--- src/rtl/alu_issue_ctrl_if.sv ---
// Purpose: bundles the decode-side request, the ALU operand/result bus and the response channel.
// Latency: none; wiring only.
// Backpressure: valid/ready on both request (in_*) and response (out_*) channels.
// Ports: master = requester/ALU side (testbench), slave = alu_issue_ctrl.
interface alu_issue_ctrl_if #(
    parameter int DATA_WIDTH = 64,
    parameter int CTRL_WIDTH = 4
);
    // request channel
    logic                  in_valid;
    logic                  in_ready;
    logic [6:0]            opcode;
    logic [2:0]            funct3;
    logic                  funct7_5;
    logic [DATA_WIDTH-1:0] rs1_data;
    logic [DATA_WIDTH-1:0] rs2_data;
    logic [DATA_WIDTH-1:0] imm;
    // ALU bus
    logic [DATA_WIDTH-1:0] alu_a;
    logic [DATA_WIDTH-1:0] alu_b;
    logic [CTRL_WIDTH-1:0] Alu_control;
    logic [DATA_WIDTH-1:0] alu_result;
    logic                  alu_zero;
    logic                  alu_overflow;
    // response channel
    logic                  out_valid;
    logic                  out_ready;
    logic [DATA_WIDTH-1:0] out_result;
    logic                  out_branch;
    logic                  out_overflow;
    logic                  out_illegal;

    modport master (
        output in_valid, opcode, funct3, funct7_5, rs1_data, rs2_data, imm,
        input  in_ready,
        input  alu_a, alu_b, Alu_control,
        output alu_result, alu_zero, alu_overflow,
        input  out_valid, out_result, out_branch, out_overflow, out_illegal,
        output out_ready
    );

    modport slave (
        input  in_valid, opcode, funct3, funct7_5, rs1_data, rs2_data, imm,
        output in_ready,
        output alu_a, alu_b, Alu_control,
        input  alu_result, alu_zero, alu_overflow,
        output out_valid, out_result, out_branch, out_overflow, out_illegal,
        input  out_ready
    );
endinterface

--- src/rtl/alu_issue_ctrl.sv ---
// Purpose: issue FSM that decodes one RV64 ALU/LD/SD/BEQ instruction, drives the external ALU and returns a response.
// Latency: accept edge E0; legal response valid after E2, illegal after E1; >= 4 cycles per legal op.
// Backpressure: in_ready only in IDLE; response held stable in RESP until out_ready.
// Ports: clk, rst_n (async, active low), bus (slave modport of alu_issue_ctrl_if), retired_cnt (legal responses accepted).
module alu_issue_ctrl #(
    parameter int DATA_WIDTH = 64,
    parameter int CTRL_WIDTH = 4,
    parameter int CNT_WIDTH  = 16
) (
    input  logic                 clk,
    input  logic                 rst_n,
    alu_issue_ctrl_if.slave      bus,
    output logic [CNT_WIDTH-1:0] retired_cnt
);
    localparam logic [CTRL_WIDTH-1:0] CTRL_ADD  = CTRL_WIDTH'(0);
    localparam logic [CTRL_WIDTH-1:0] CTRL_SUB  = CTRL_WIDTH'(1);
    localparam logic [CTRL_WIDTH-1:0] CTRL_AND  = CTRL_WIDTH'(2);
    localparam logic [CTRL_WIDTH-1:0] CTRL_OR   = CTRL_WIDTH'(3);
    // all-ones code parks the ALU with a zero output between operations
    localparam logic [CTRL_WIDTH-1:0] CTRL_IDLE = {CTRL_WIDTH{1'b1}};

    localparam logic [6:0] OP_R    = 7'b0110011;
    localparam logic [6:0] OP_I    = 7'b0010011;
    localparam logic [6:0] OP_LD   = 7'b0000011;
    localparam logic [6:0] OP_SD   = 7'b0100011;
    localparam logic [6:0] OP_BR   = 7'b1100011;

    typedef enum logic [1:0] {IDLE, DECODE, EXEC, RESP} state_t;

    state_t state_q, state_d;

    logic [6:0]            opcode_q;
    logic [2:0]            funct3_q;
    logic                  funct7_5_q;
    logic [DATA_WIDTH-1:0] rs1_q, rs2_q, imm_q;

    logic                  dec_legal, dec_use_imm, dec_ovf_en, dec_branch;
    logic [CTRL_WIDTH-1:0] dec_ctrl;

    // Decode works on the latched fields, so it stays valid through DECODE and EXEC.
    always_comb begin
        dec_legal   = 1'b0;
        dec_use_imm = 1'b0;
        dec_ovf_en  = 1'b0;
        dec_branch  = 1'b0;
        dec_ctrl    = CTRL_ADD;
        case (opcode_q)
            OP_R: begin
                if (funct3_q == 3'b000) begin
                    dec_legal  = 1'b1;
                    dec_ovf_en = 1'b1;
                    dec_ctrl   = funct7_5_q ? CTRL_SUB : CTRL_ADD;
                end else if (funct3_q == 3'b111 && !funct7_5_q) begin
                    dec_legal = 1'b1;
                    dec_ctrl  = CTRL_AND;
                end else if (funct3_q == 3'b110 && !funct7_5_q) begin
                    dec_legal = 1'b1;
                    dec_ctrl  = CTRL_OR;
                end
            end
            // bit 30 belongs to the immediate here, so it does not qualify the op
            OP_I: begin
                dec_use_imm = 1'b1;
                if (funct3_q == 3'b000) begin
                    dec_legal  = 1'b1;
                    dec_ovf_en = 1'b1;
                    dec_ctrl   = CTRL_ADD;
                end else if (funct3_q == 3'b111) begin
                    dec_legal = 1'b1;
                    dec_ctrl  = CTRL_AND;
                end else if (funct3_q == 3'b110) begin
                    dec_legal = 1'b1;
                    dec_ctrl  = CTRL_OR;
                end
            end
            // address generation: overflow is meaningless for an address
            OP_LD, OP_SD: begin
                dec_use_imm = 1'b1;
                dec_legal   = (funct3_q == 3'b011);
                dec_ctrl    = CTRL_ADD;
            end
            OP_BR: begin
                dec_legal  = (funct3_q == 3'b000);
                dec_branch = 1'b1;
                dec_ctrl   = CTRL_SUB;
            end
            default: ;
        endcase
    end

    always_ff @(posedge clk or negedge rst_n) begin
        if (!rst_n) state_q <= IDLE;
        else        state_q <= state_d;
    end

    always_comb begin
        state_d = state_q;
        case (state_q)
            IDLE:    if (bus.in_valid) state_d = DECODE;
            DECODE:  state_d = dec_legal ? EXEC : RESP;
            EXEC:    state_d = RESP;
            RESP:    if (bus.out_ready) state_d = IDLE;
            default: state_d = IDLE;
        endcase
    end

    assign bus.in_ready  = (state_q == IDLE);
    assign bus.out_valid = (state_q == RESP);

    always_ff @(posedge clk or negedge rst_n) begin
        if (!rst_n) begin
            opcode_q         <= '0;
            funct3_q         <= '0;
            funct7_5_q       <= 1'b0;
            rs1_q            <= '0;
            rs2_q            <= '0;
            imm_q            <= '0;
            bus.alu_a        <= '0;
            bus.alu_b        <= '0;
            bus.Alu_control  <= CTRL_IDLE;
            bus.out_result   <= '0;
            bus.out_branch   <= 1'b0;
            bus.out_overflow <= 1'b0;
            bus.out_illegal  <= 1'b0;
            retired_cnt      <= '0;
        end else begin
            case (state_q)
                IDLE: begin
                    if (bus.in_valid) begin
                        opcode_q   <= bus.opcode;
                        funct3_q   <= bus.funct3;
                        funct7_5_q <= bus.funct7_5;
                        rs1_q      <= bus.rs1_data;
                        rs2_q      <= bus.rs2_data;
                        imm_q      <= bus.imm;
                    end
                end
                DECODE: begin
                    if (dec_legal) begin
                        bus.alu_a       <= rs1_q;
                        bus.alu_b       <= dec_use_imm ? imm_q : rs2_q;
                        bus.Alu_control <= dec_ctrl;
                    end else begin
                        bus.out_result   <= '0;
                        bus.out_branch   <= 1'b0;
                        bus.out_overflow <= 1'b0;
                        bus.out_illegal  <= 1'b1;
                    end
                end
                EXEC: begin
                    bus.out_result   <= bus.alu_result;
                    bus.out_branch   <= dec_branch & bus.alu_zero;
                    bus.out_overflow <= dec_ovf_en & bus.alu_overflow;
                    bus.out_illegal  <= 1'b0;
                end
                RESP: begin
                    if (bus.out_ready) begin
                        bus.Alu_control <= CTRL_IDLE;
                        if (!bus.out_illegal) retired_cnt <= retired_cnt + CNT_WIDTH'(1);
                    end
                end
                default: ;
            endcase
        end
    end
endmodule
--- src/flat_wrapper.sv ---
// flat-port wrapper written by rule: the top's interface ports become plain ports
module alu_issue_ctrl_flat 
#(
    parameter int DATA_WIDTH = 64,
    parameter int CTRL_WIDTH = 4,
    parameter int CNT_WIDTH  = 16
)
  (clk, rst_n, retired_cnt, bus_in_valid, bus_opcode, bus_funct3, bus_funct7_5, bus_rs1_data, bus_rs2_data, bus_imm, bus_in_ready, bus_alu_a, bus_alu_b, bus_Alu_control, bus_alu_result, bus_alu_zero, bus_alu_overflow, bus_out_valid, bus_out_result, bus_out_branch, bus_out_overflow, bus_out_illegal, bus_out_ready);
  alu_issue_ctrl_if #(.DATA_WIDTH(DATA_WIDTH), .CTRL_WIDTH(CTRL_WIDTH)) bus_i ();
  input  logic clk;
  input  logic rst_n;
  output logic [CNT_WIDTH-1:0] retired_cnt;
  input wire logic [$bits(bus_i.in_valid)-1:0] bus_in_valid;
  input wire logic [$bits(bus_i.opcode)-1:0] bus_opcode;
  input wire logic [$bits(bus_i.funct3)-1:0] bus_funct3;
  input wire logic [$bits(bus_i.funct7_5)-1:0] bus_funct7_5;
  input wire logic [$bits(bus_i.rs1_data)-1:0] bus_rs1_data;
  input wire logic [$bits(bus_i.rs2_data)-1:0] bus_rs2_data;
  input wire logic [$bits(bus_i.imm)-1:0] bus_imm;
  output wire logic [$bits(bus_i.in_ready)-1:0] bus_in_ready;
  output wire logic [$bits(bus_i.alu_a)-1:0] bus_alu_a;
  output wire logic [$bits(bus_i.alu_b)-1:0] bus_alu_b;
  output wire logic [$bits(bus_i.Alu_control)-1:0] bus_Alu_control;
  input wire logic [$bits(bus_i.alu_result)-1:0] bus_alu_result;
  input wire logic [$bits(bus_i.alu_zero)-1:0] bus_alu_zero;
  input wire logic [$bits(bus_i.alu_overflow)-1:0] bus_alu_overflow;
  output wire logic [$bits(bus_i.out_valid)-1:0] bus_out_valid;
  output wire logic [$bits(bus_i.out_result)-1:0] bus_out_result;
  output wire logic [$bits(bus_i.out_branch)-1:0] bus_out_branch;
  output wire logic [$bits(bus_i.out_overflow)-1:0] bus_out_overflow;
  output wire logic [$bits(bus_i.out_illegal)-1:0] bus_out_illegal;
  input wire logic [$bits(bus_i.out_ready)-1:0] bus_out_ready;
  assign bus_i.in_valid = bus_in_valid;
  assign bus_i.opcode = bus_opcode;
  assign bus_i.funct3 = bus_funct3;
  assign bus_i.funct7_5 = bus_funct7_5;
  assign bus_i.rs1_data = bus_rs1_data;
  assign bus_i.rs2_data = bus_rs2_data;
  assign bus_i.imm = bus_imm;
  assign bus_in_ready = bus_i.in_ready;
  assign bus_alu_a = bus_i.alu_a;
  assign bus_alu_b = bus_i.alu_b;
  assign bus_Alu_control = bus_i.Alu_control;
  assign bus_i.alu_result = bus_alu_result;
  assign bus_i.alu_zero = bus_alu_zero;
  assign bus_i.alu_overflow = bus_alu_overflow;
  assign bus_out_valid = bus_i.out_valid;
  assign bus_out_result = bus_i.out_result;
  assign bus_out_branch = bus_i.out_branch;
  assign bus_out_overflow = bus_i.out_overflow;
  assign bus_out_illegal = bus_i.out_illegal;
  assign bus_i.out_ready = bus_out_ready;
  alu_issue_ctrl #(.DATA_WIDTH(DATA_WIDTH), .CTRL_WIDTH(CTRL_WIDTH), .CNT_WIDTH(CNT_WIDTH)) u_core (.clk(clk), .rst_n(rst_n), .bus(bus_i), .retired_cnt(retired_cnt));
endmodule
--- config.mk ---
export PLATFORM = sky130hd
export DESIGN_NAME = alu_issue_ctrl_flat
export DESIGN_NICKNAME = d
export VERILOG_FILES = /design/src/rtl/alu_issue_ctrl_if.sv /design/src/rtl/alu_issue_ctrl.sv /design/src/flat_wrapper.sv
export SDC_FILE = /design/constraint.sdc
export NUM_CORES = 1
export LEC_CHECK = 0
export CORE_MARGIN = 2
export CORE_UTILIZATION = 47
export DETAILED_ROUTE_END_ITERATION = 10
export MAX_ROUTING_LAYER = met4
export PLACE_DENSITY = 0.8
export SLEW_MARGIN = 20
export SYNTH_ARGS = -nofsm -noshare
export SYNTH_HDL_FRONTEND = slang
export SYNTH_SLANG_ARGS = --single-unit
--- constraint.sdc ---
create_clock -name clk -period 2.6 [get_ports clk]
set_input_delay 0.65 -clock clk [delete_from_list [all_inputs] [get_ports clk]]
set_output_delay 0.65 -clock clk [all_outputs]
set_load 0.01 [all_outputs]
==> Yosys cells after proc, flatten, opt, wreduce, memory -nomap -nowiden <==
Cells that the tools add are included.
W data, S select, Z words.
{ "op_classes": {"addsub": 1, "eq_ne": 15, "n_mux": 34, "bitwise_logic": 3, "n_reduce_logical": 16} }
{ "op_table": {"columns": ["cell", "count"], "rows": [
  ["$mux W64", 2],
  ["$pmux W64 S2", 1],
  ["$mux W4", 6],
  ["$add A16 B1 Y16 const B", 1],
  ["$eq A7 B6 Y1 const B", 2],
  ["$mux W1", 14],
  ["$pmux W4 S3", 1],
  ["$mux W2", 4],
  ["$pmux W2 S4", 1],
  ["$pmux W4 S2", 1],
  ["$reduce_and A2 Y1", 4],
  ["$eq A7 B2 Y1 const B", 1],
  ["$eq A7 B5 Y1 const B", 1],
  ["$eq A7 B7 Y1 const B", 1],
  ["$eq A3 B3 Y1 const B", 2],
  ["$pmux W1 S2", 3],
  ["$reduce_and A3 Y1", 2],
  ["$eq A2 B2 Y1 const B", 2],
  ["$ne A2 B1 Y1 const B", 2],
  ["$ne A2 B2 Y1 const B", 2],
  ["$pmux W1 S4", 1],
  ["$reduce_bool A2 Y1", 2],
  ["$reduce_or A2 Y1", 2],
  ["$eq A3 B2 Y1 const B", 1],
  ["other kinds (8)", 10]
]} }
{ "totals": {"register_bits": 420, "input_bits": 273, "output_inout_bits": 217, "elab_cells": 84} }

==> Depth between registers and ports, before layout <==
Gate-level depths: netlist of the first run.
{ "logic_depth": {"depth_word": 8, "mapped_depth": 8} }

==> Worst setup path after synthesis of the first run <==
No wires, ideal clock.
{ "synth_path": {"path_type": "reg-to-reg", "start": "register u_core.opcode_q[6]", "end": "register u_core.bus.alu_a[48]", "arrival_time_ns": 2.148, "required_ns": 2.475, "slack_ns": 0.327, "stages_incl_launch_ff": 7, "period_less_slack_ns": 2.273, "cell_sequence": "dfrtp_1 -> or4b_1 -> a2bb2oi_1 -> a211oi_4 -> buf_4 -> buf_4 -> mux2_2"} }
{ "synth_between": {"elab_chain_len": 4} }
{ "synth_lines": {"columns": ["element", "line", "text"], "rows": [
  ["start: declaration", "alu_issue_ctrl.sv:32", "logic [6:0] opcode_q;"],
  ["start signal: assignment", "alu_issue_ctrl.sv:130", "opcode_q <= bus.opcode;"],
  ["$eq A7 B2 Y1 / $eq A7 B6 Y1 (equally long branches)", "alu_issue_ctrl.sv:47", "case (opcode_q)"],
  ["$reduce_or A2 Y1", null, null],
  ["$pmux W1 S4 *", "alu_issue_ctrl.sv:47", null],
  ["$reduce_and A2 Y1 (no source line) *", null, null],
  ["end signal: assignment", "alu_issue_ctrl.sv:140", "bus.alu_a <= rs1_q;"],
  ["end: declaration", "alu_issue_ctrl_if.sv:45", "output alu_a, alu_b, Alu_control,"]
]} }
Mark *: on every way between the ends. The rest lies on a longest branch, timed or not.
A chain may end at the register's enable or synchronous reset.

==> Final worst setup path of the first run <==
{ "layout_path": {"start": "register u_core.state_q[1]", "end": "output port bus_out_valid"} }
{ "layout_between": {"elab_chain_len": 1} }
{ "layout_lines": {"columns": ["element", "line", "text"], "rows": [
  ["start: declaration", "alu_issue_ctrl.sv:30", "state_t state_q, state_d;"],
  ["start signal: assignment", "alu_issue_ctrl.sv:93", "else state_q <= state_d;"],
  ["$eq A2 B2 Y1", "alu_issue_ctrl.sv:108", "assign bus.out_valid = (state_q == RESP);"],
  ["end: declaration", "flat_wrapper.sv:27", "output wire logic [$bits(bus_i.out_valid)-1:0] bus_out_valid;"]
]} }
No other way between the ends.

==> results of run 1 <==
[layout by cell type (no fill, tap or decap), drive strengths merged, types with 3 or more instances in the layout]
cell type / instances
nor2b: 3
clkinv: 9
and3: 6
inv: 8
dfstp: 3
dfrtp: 416
nand4: 3
buf: 52
nand3: 7
mux2i: 64
o21ai: 5
ha: 5
mux2: 267
a21oi: 67
clkdlybuf4s50: 487
nand2: 11
diode: 10
clkbuf: 69
a22o: 64
nor2: 73
xor2: 3
o21a: 3
xnor2: 12
[cell families after synthesis]
logic type                 Yosys count  share of synthesized area [%]
buffers and inverters               71                           2.08
muxes                              331                           22.5
AOI/OAI and AO/OA                  149                           6.45
xor gates and xnor gates            15                          0.810
adders and majority gates            5                          0.386
and+or+nand+nor                    114                           3.17
DFF                                419                           64.6
[cell type report]
| class | count | area [um^2] | area share, % |
|---|---|---|---|
| Clock inverter | 13 | 129 | 0.545 |
| Sequential cell | 419 | 10500 | 44.3 |
| Tap cell | 455 | 569 | 2.41 |
| Antenna cell | 10 | 25.0 | 0.106 |
| Multi-Input combinational cell | 614 | 5420 | 22.9 |
| Inverter | 6 | 22.5 | 0.0952 |
| Clock buffer | 69 | 1380 | 5.83 |
| Timing Repair Buffer | 540 | 5620 | 23.8 |
[worst max-delay path, cell delays in order (launching register included)]
cell	delay (ns)
dfrtp_1	0.39
ha_1	0.32
clkdlybuf4s50_1	0.61
[routing by layer]
metal,up-vias,part of all wire [%],GRT usage [%]
li1,4994,-,-
met1,5549,38,28.0
met2,417,49,39.9
met3,123,7.5,6.47
met4,0,5.6,13.2
met5,-,0,-
[metrics by stage]
step	instances	setup slack [ns]	util [%]	hold WS, ns
2_1_floorplan	1104	0.327	-	0.354
3_3_place_gp	2034	0.265	64.5	0.473
3_5_place_dp	2034	0.194	64.5	0.465
4_1_cts	2116	0.0696	68.9	0.123
5_1_grt	2126	0.00242	69.0	0.138
6_report	2126	0.101	69.0	0.0969
[timing repair]
action                                  CTS  global route
hold buffers                              0             0
resized for setup                         1             0
buffers inserted                          0             0
endpoints found under the setup margin    1             0
[synth_stat cells, drive strengths merged]
cell,instances,area (um^2)
or4b,1,10.0
or2,1,6.26
a21o,1,7.51
nor2b,3,18.8
nand3,7,35.0
dfrtp,416,10400
and3b,2,17.5
dfstp,3,78.8
buf,29,180
o21ai,5,25.0
mux2,267,3010
and4b,1,10.0
a22o,64,561
nand2,11,41.3
nand4,3,18.8
nor4,1,6.26
o22a,2,17.5
or3,1,6.26
a2bb2oi,2,17.5
xor2,3,26.3
a211oi,1,20.0
and2,1,6.26
ha,5,62.6
nor4bb,1,10.0
o21a,3,22.5
and3,6,37.5
clkbuf,36,135
a21oi,67,335
nor3,1,5.00
nand4b,1,8.76
mux2i,64,641
a2111oi,1,8.76
o41a,1,11.3
inv,6,22.5
a32o,2,20.0
xnor2,12,105
nor2,73,277
[power by group through the flow]
stage / Sequential, mW / Combinational [mW] / Clock (mW)
after floorplan: 11.0 / 4.40 / 0
after global placement: 10.7 / 8.77 / 0
after detailed placement: 10.9 / 9.06 / 0
after CTS: 10.8 / 9.14 / 6.56
after global routing: 11.2 / 9.71 / 6.84
final: 10.8 / 9.02 / 6.42
[sequential cells by signal, indices dropped and copies added (netlist names)]
register and cells:
u_core.funct7_5_q 1, u_core.rs1_q 64, u_core.bus.alu_a 64, u_core.bus.out_branch 1, u_core.bus.alu_b 64, u_core.rs2_q 64, u_core.imm_q 64, u_core.retired_cnt 16
u_core.funct3_q 3, u_core.bus.out_result 64, u_core.opcode_q 7, u_core.state_q 2, u_core.bus.out_overflow 1, u_core.bus.Alu_control 3, u_core.bus.out_illegal 1
[final timing paths]
path                       slack (ns)                                     to  depth (start not counted)                               start
hold / removal                    0.1           u_core.rs2_q[12]$_DFFE_PN0P_                          1                               rst_n
min in group clk                 0.48     u_core.retired_cnt[15]$_DFFE_PN0P_                          1  u_core.retired_cnt[15]$_DFFE_PN0P_
setup / recovery                 0.10                          bus_out_valid                          2       u_core.state_q[1]$_DFFE_PN0P_
setup reg to reg                 0.20       u_core.bus.alu_a[22]$_DFFE_PN0P_                          6      u_core.funct3_q[1]$_DFFE_PN0P_
hold reg to reg                  0.48     u_core.retired_cnt[15]$_DFFE_PN0P_                          1  u_core.retired_cnt[15]$_DFFE_PN0P_
max in group asynchronous        1.74  u_core.bus.out_result[48]$_DFFE_PN0P_                          2                               rst_n
==> flow_summary.toml, run 1 <==
[detailed_routing]
viasPerCell = 5.21
drt_iter0_drc = 438
totalWireLength_mm = 43.1
vias = 11100
route.detailed.drc = 0
wire_per_inst_um = 20.3
ant_nets = 0
drtPass1Iterations = 4

[pwr]
cellInternalPower_mw = 18.6
switching_share_pct = 29.1
p_seq_share_pct = 41.2
p_per_area_mw_per_mm2 = 1110
net-switching-power_mw = 7.66
combPwrFrac_pct = 34.3
vdd.ir_drop.worst_mv = 0.763
power_mw = 26.3
leakagePower_nw = 10.7
pwr-share-clk_pct = 24.4

[clock_network]
cts_tree = "yes"
path_clk_slew_ns = 0.05
clockBufferDepth = 3
htree_levels = 2
numCtsBuffers = 45
cts_root_buffer = "clkbuf_16"
worstSkewPairLatency_ns = 0.55
numClockSinks = 419

[sta]
fin_skew_ns = 0.0191
slew_violations = 0
hold_violations = 0
fin_crit_ns = 2.50
grt_setup_unrepaired = "no"
period_share_pct = 96.1
max_freq_mhz = 400
slew_headroom_pct = 52.3
finalSetupViolations = 0
fin_tns_setup_ns = 0
worst_pin_slew_ns = 0.716

[placed_design]
gp_congestion = 0.811
place_area_mm2 = 0.0221
place_hpwl_mm = 31.2
port_buffers = 489

[grt]
grt_start_max_net_pins = 77
groute.usage.overall_pct = 24.6
antenna_found_initial = 10
grt_pass1_wl_mm = 66.7
globalRouteOverflowTotal = 0
grt_pass1_vias = 11900

[critical_path]
critPathRequiredTime_ns = 1.95
crit_arrival_ns = 1.85
critPathLaunchType = "flop"
crit_fanout = 7
crit_type = "reg -> out"
end_kind = "primary output"

[yosys]
ys_types = 39
syn_area_per_cell_um2 = 14.7
synth_area_mm2 = 0.0162
ys_seq_area_share_pct = 64.6
synth_warnings = 0
syn_nets = 1382
synth_cells = 1104
synth-seq-cells = 419

[layout]
final_area_mm2 = 0.0237
layout.nets = 1904
layout-drive-gt1-share_pct = 24.1
area_growth_pct = 45.7
fillers = 2311

[die]
core_region_area_mm2 = 0.0343
dieArea_mm2 = 0.0360
die_w_um = 190
ios = 490
start_util_pct = 47.3
die_y_um = 190
rows = 68

[hold_path]
hold_path_class = "in -> async"

[outcome]
status = "finished clean"

[flow_run]
maxCapViolations = 0
No activity file was read; power rests on OpenSTA's default activity.
==> run 2, diff against run 1 <==
--- a/config.mk
+++ b/config.mk
@@ -5,11 +5,11 @@
 export SDC_FILE = /design/constraint.sdc
 export NUM_CORES = 1
 export LEC_CHECK = 0
-export CORE_MARGIN = 2
-export CORE_UTILIZATION = 47
+export CORE_AREA = 2 2 189 191
 export DETAILED_ROUTE_END_ITERATION = 10
+export DIE_AREA = 0 0 191 193
+export DONT_BUFFER_PORTS = 1
 export MAX_ROUTING_LAYER = met4
-export PLACE_DENSITY = 0.8
 export SLEW_MARGIN = 20
 export SYNTH_ARGS = -nofsm -noshare
 export SYNTH_HDL_FRONTEND = slang
==> run 2 against run 1 <==
  * Worst setup slack improved by 0.087 ns
  * Count of clock-buffer cells in the layout fell by 2
  * Critical endpoint is now u_core.bus.alu_b[52]$_DFFE_PN0P_
  * Sequential share of layout area rose by 13 points
  * The run now ends with negative hold slack left
  * Cell count fell by 24%
  * Routed wire length fell by 13%
  * Clock power fell by 4.0%
  * Hold slack got worse by 0.30 ns
  * First-iteration DRC count fell by 24%
  * Sequential power rose by 7%
==> flow_summary.toml, run 2 (synthesis gave the netlist of run 1 again) <==
[pwr]
power_mw = 22.9
p_per_area_mw_per_mm2 = 1260
leakagePower_nw = 8.60
vdd.ir_drop.worst_mv = 0.764

[detailed_routing]
vias = 8750
ant_nets = 0
route.detailed.drc = 0
wire_per_inst_um = 23.3
drt_iter0_drc = 335
totalWireLength_mm = 37.7
drtPass1Iterations = 5
viasPerCell = 5.40

[outcome]
status = "finished, violations left"
violations = "negative hold slack"

[layout]
layout_commonest_cell = "dfrtp_1"
layout.nets = 1384
multiInputGateArea_mm2 = 0.00542
fillers = 2984
area_growth_pct = 12.6
layout-drive-gt1-share_pct = 32.0
seq_area_mm2 = 0.0105
final_cell_mix = "dfrtp_1 (416), mux2_2 (267), nor2_1 (72)"

[sta]
max_freq_mhz = 415
fin_ws_ns = 0.189
hold_violations = 380
fin_skew_ns = 0.0175
slew_headroom_pct = 40.0
period_share_pct = 92.7
finalSetupViolations = 0
fin_tns_setup_ns = 0
worst_pin_slew_ns = 0.900
fin_crit_ns = 2.41
grt_setup_unrepaired = "no"
hold_slack_ns = -0.205
slew_violations = 0

[critical_path]
critPathMaxStageDelay_ns = 0.57
r2r_cells = 7
critPathRequiredTime_ns = 3.06
slowest_stage = "or4b_1"
critical_path_buf_inv_count = 2
r2r_slack_ns = 0.19
regToRegStartpoint = "u_core.funct3_q[1]$_DFFE_PN0P_"
crit_arrival_ns = 2.87
rr_endpoint = "u_core.bus.alu_b[52]$_DFFE_PN0P_"
end_kind = "flop"
critPathTopFamily = "buffers and inverters"
crit_fanout = 67
critPathLaunchType = "flop"
path_cells = "or4b_1 -> a2bb2oi_1 -> a211oi_4 -> buf_12 -> buf_4 -> nor2_1 -> a21oi_1"
crit_type = "reg -> reg"

[placed_design]
port_buffers = 0
place_hpwl_mm = 25.9
dpl_worst_slack_ns = 0.195
gp_congestion = 0.749

[die]
start_util_pct = 46.4
die_y_um = 193
core_region_area_mm2 = 0.0350
dieArea_mm2 = 0.0369
rows = 69
die_w_um = 191
ios = 490

[clock_network]
path_clk_slew_ns = 0.06
clockBufferDepth = 3
htree_levels = 2
cts_tree = "yes"
worstSkewPairLatency_ns = 0.55
cts-resized-gates = 0
numClockSinks = 419
post_cts_buffers = 0
cts_root_buffer = "clkbuf_16"
numCtsBuffers = 44

[grt]
grt_pass1_vias = 9058
groute.usage.overall_pct = 20.3
grt_pass1_wl_mm = 54.5
globalRouteOverflowTotal = 0
antenna_found_initial = 19
grt_start_max_net_pins = 420

[hold_path]
hold_path_class = "in -> async"

[flow_run]
maxCapViolations = 0
-- run 2: report_power, final --
group / switching (mW) / total [mW] / leakage, nW / internal, mW
registers: 2.34 / 11.6 / 5.30 / 9.30
logic: 2.07 / 5.15 / 2.60 / 3.07
clock network: 2.50 / 6.16 / 0.693 / 3.66
-- run 2: cell type report --
| class | count | area share [%] |
|---|---|---|
| Antenna cell | 20 | 0.274 |
| Clock buffer | 67 | 7.16 |
| Clock inverter | 12 | 0.658 |
| Inverter | 6 | 0.123 |
| Multi-Input combinational cell | 614 | 29.7 |
| Sequential cell | 419 | 57.4 |
| Tap cell | 461 | 3.16 |
| Timing Repair Buffer | 21 | 1.55 |
-- run 2: how the worst max path moves through the flow --
stage	startpoint	to	slack, ns	depth (start not counted)
3_5_place_dp	u_core.funct3_q[1]$_DFFE_PN0P_	u_core.bus.alu_b[47]$_DFFE_PN0P_	0.19	7
2_1_floorplan	u_core.opcode_q[6]$_DFFE_PN0P_	u_core.bus.alu_a[48]$_DFFE_PN0P_	0.33	6
3_3_place_gp	u_core.funct3_q[1]$_DFFE_PN0P_	u_core.bus.alu_b[49]$_DFFE_PN0P_	0.26	7
4_1_cts	u_core.funct3_q[1]$_DFFE_PN0P_	u_core.bus.alu_b[52]$_DFFE_PN0P_	0.19	7
6_report	u_core.funct3_q[1]$_DFFE_PN0P_	u_core.bus.alu_b[52]$_DFFE_PN0P_	0.19	7
5_1_grt	u_core.funct3_q[1]$_DFFE_PN0P_	u_core.bus.alu_b[45]$_DFFE_PN0P_	0.02	7
-- run 2: metrics by stage --
step / hold slack, ns / std cells / util [%] / area [um^2]
detailed placement: 0.361 / 1521 / 48.0 / 16800
global route: -0.234 / 1619 / 52.2 / 18300
finish: -0.205 / 1620 / 52.2 / 18300
global placement: 0.361 / 1521 / 48.0 / 16800
floorplan: 0.354 / 1104 / - / 16200
CTS: -0.243 / 1600 / 52.1 / 18200
-- run 2: routing by layer --
metal / routed length [um] / GRT usage (%) / part of all wire (%) / up-vias
met5: 0 / - / 0 / -
met4: 1300 / 9.63 / 3.5 / 0
met3: 3430 / 7.57 / 9.1 / 74
met2: 19100 / 33.4 / 51 / 320
met1: 13800 / 21.7 / 37 / 4400
li1: - / - / - / 3956
==> run 3, diff against run 2 <==
--- a/config.mk
+++ b/config.mk
@@ -9,6 +9,7 @@
 export DETAILED_ROUTE_END_ITERATION = 10
 export DIE_AREA = 0 0 191 193
 export DONT_BUFFER_PORTS = 1
+export GPL_ROUTABILITY_DRIVEN = 0
 export MAX_ROUTING_LAYER = met4
 export SLEW_MARGIN = 20
 export SYNTH_ARGS = -nofsm -noshare
==> constraint.sdc (replaced) <==
create_clock -name clk -period 2.6 [get_ports clk]
set_input_delay 0.39 -clock clk [delete_from_list [all_inputs] [get_ports clk]]
set_output_delay 0.39 -clock clk [all_outputs]
set_load 0.01 [all_outputs]
==> run 3 against run 2 <==
  * The flow finishes with violations (negative hold slack, max-slew violations)
  * Cell count rose by 16%
  * Global-route usage rose by 1.6 points
  * Die area did not move
  * Power rose by 2.2%
  * Count of clock-buffer cells in the layout did not move
  * Critical path depth rose by 1
  * Routed wire length rose by 7.1%
  * First-iteration DRC count rose by 17%
  * Maximum frequency fell by 0.73%
  * Largest cell class unchanged
  * Largest power group unchanged
  * Highest routed layer unchanged
==> flow_summary.toml, run 3 (synthesis gave the netlist of run 1 again) <==
[die]
dieArea_mm2 = 0.0369
rows = 69
die_y_um = 193
die_w_um = 191
start_util_pct = 46.4
ios = 490
core_region_area_mm2 = 0.0350

[critical_path]
critPathLaunchType = "flop"
crit_type = "reg -> reg"
cp.depth = 8
end_kind = "flop"
crit_fanout = 47
critical_path_buf_inv_count = 3
path_cells = "buf_4 -> and3b_1 -> o21ai_0 -> a211oi_4 -> buf_4 -> nor2_4 -> buf_12 -> a22o_1"
slowest_stage = "o21ai_0"
crit_arrival_ns = 2.90
r2r_cells = 8
regToRegStartpoint = "u_core.opcode_q[6]$_DFFE_PN0P_"
crit_start = "u_core.opcode_q[6]$_DFFE_PN0P_"
crit_top_cell = "buf_4"
critPathRequiredTime_ns = 3.07
critPathMaxStageDelay_ns = 0.43
critPathTopFamily = "compound AO/OA/AOI/OAI gates"

[clock_network]
cts_tree = "yes"
numCtsBuffers = 44
cts-resized-gates = 0
clockBufferDepth = 3
post_cts_buffers = 0
htree_levels = 2
path_clk_slew_ns = 0.06
postCtsHoldBufs = 269
worstSkewPairLatency_ns = 0.55
cts_root_buffer = "clkbuf_16"
numClockSinks = 419

[outcome]
violations = "negative hold slack, max-slew violations"
status = "finished, violations left"

[grt]
grt_pass1_wl_mm = 59.9
grt_pass1_vias = 10600
antenna_found_initial = 3
globalRouteOverflowTotal = 0
groute.usage.overall_pct = 21.8
grt_start_max_net_pins = 420

[pwr]
cellInternalPower_mw = 16.3
p_per_area_mw_per_mm2 = 1120
pwr-share-clk_pct = 26.4
leakagePower_nw = 9.72
switching_share_pct = 30.5
combPwrFrac_pct = 23.8
net-switching-power_mw = 7.15
p_seq_share_pct = 49.8
vdd.ir_drop.worst_mv = 0.791

[sta]
finalSetupViolations = 0
fin_crit_ns = 2.43
max_freq_mhz = 412
grt_setup_unrepaired = "no"
fin_tns_setup_ns = 0
period_share_pct = 93.4
slew_violations = 113
fin_skew_ns = 0.0126
hold_violations = 416
hold_slack_ns = -0.464
slew_headroom_pct = -7.65
worst_pin_slew_ns = 1.61

[layout]
layout.nets = 1653
layout_commonest_cell = "dfrtp_1"
layout-drive-gt1-share_pct = 25.9
final_cell_mix = "dfrtp_1 (416), dlygate4sd3_1 (269), mux2_2 (267)"
area_growth_pct = 28.9
seq_area_mm2 = 0.0105
fillers = 2660
multiInputGateArea_mm2 = 0.00542
final_area_mm2 = 0.0209

[placed_design]
port_buffers = 0
place_area_mm2 = 0.0168
place_hpwl_mm = 25.9

[flow_run]
maxCapViolations = 0

[detailed_routing]
route.detailed.drc = 0
totalWireLength_mm = 40.4
drt_iter0_drc = 391
wire_per_inst_um = 21.5
drtPass1Iterations = 4
viasPerCell = 5.31
ant_nets = 0
vias = 9940

[hold_path]
hold_path_class = "in -> async"
run 3: power groups by stage:
stage	Clock (mW)	Combinational, mW	Sequential [mW]
6_report	6.19	5.58	11.7
4_1_cts	6.36	5.58	11.7
3_3_place_gp	0	5.02	11.7
3_5_place_dp	0	5.19	11.8
2_1_floorplan	0	4.40	11.0
5_1_grt	6.62	6.14	12.0
run 3: routing by layer:
layer / routed length, um / vias up / track usage [%]
met3: 3130 / 91 / 5.77
met1: 15100 / 4997 / 24.5
met4: 1550 / 0 / 9.39
met2: 20600 / 372 / 37.0
li1: - / 4480 / -
met5: 0 / - / -
run 3: final cells by class:
cell class | instances | area share, %
multi-input cells | 614 | 25.9
clock buffers | 67 | 6.26
flip-flops and latches | 419 | 50.1
well taps | 461 | 2.76
inverters | 6 | 0.108
clock inverters | 12 | 0.574
repair buffers | 290 | 14.2
diodes | 4 | 0.0478
run 3: path summary, 6_finish.rpt:
path	end	slack (ns)
max	u_core.bus.out_result[57]$_DFFE_PN0P_	0.17
min	u_core.rs1_q[36]$_DFFE_PN0P_	-0.46
min reg2reg	u_core.bus.alu_a[34]$_DFFE_PN0P_	0.49
max reg2reg	u_core.bus.out_result[57]$_DFFE_PN0P_	0.17
min in group clk	u_core.bus.Alu_control[2]$_DFFE_PN1P_	0.12
max in group asynchronous	u_core.bus.out_result[61]$_DFFE_PN0P_	1.76
run 3: stage by stage:
step / hold WS, ns / utilization [%] / power (mW) / setup slack, ns / std cells
2_1_floorplan: 0.0944 / - / 15.4 / 0.327 / 1104
3_3_place_gp: 0.101 / 48.0 / 16.7 / 0.264 / 1521
3_5_place_dp: 0.101 / 48.0 / 17.0 / 0.195 / 1521
4_1_cts: -0.503 / 59.8 / 23.6 / 0.189 / 1869
5_1_grt: -0.495 / 59.8 / 24.8 / 0.0192 / 1873
6_report: -0.464 / 59.8 / 23.5 / 0.171 / 1873
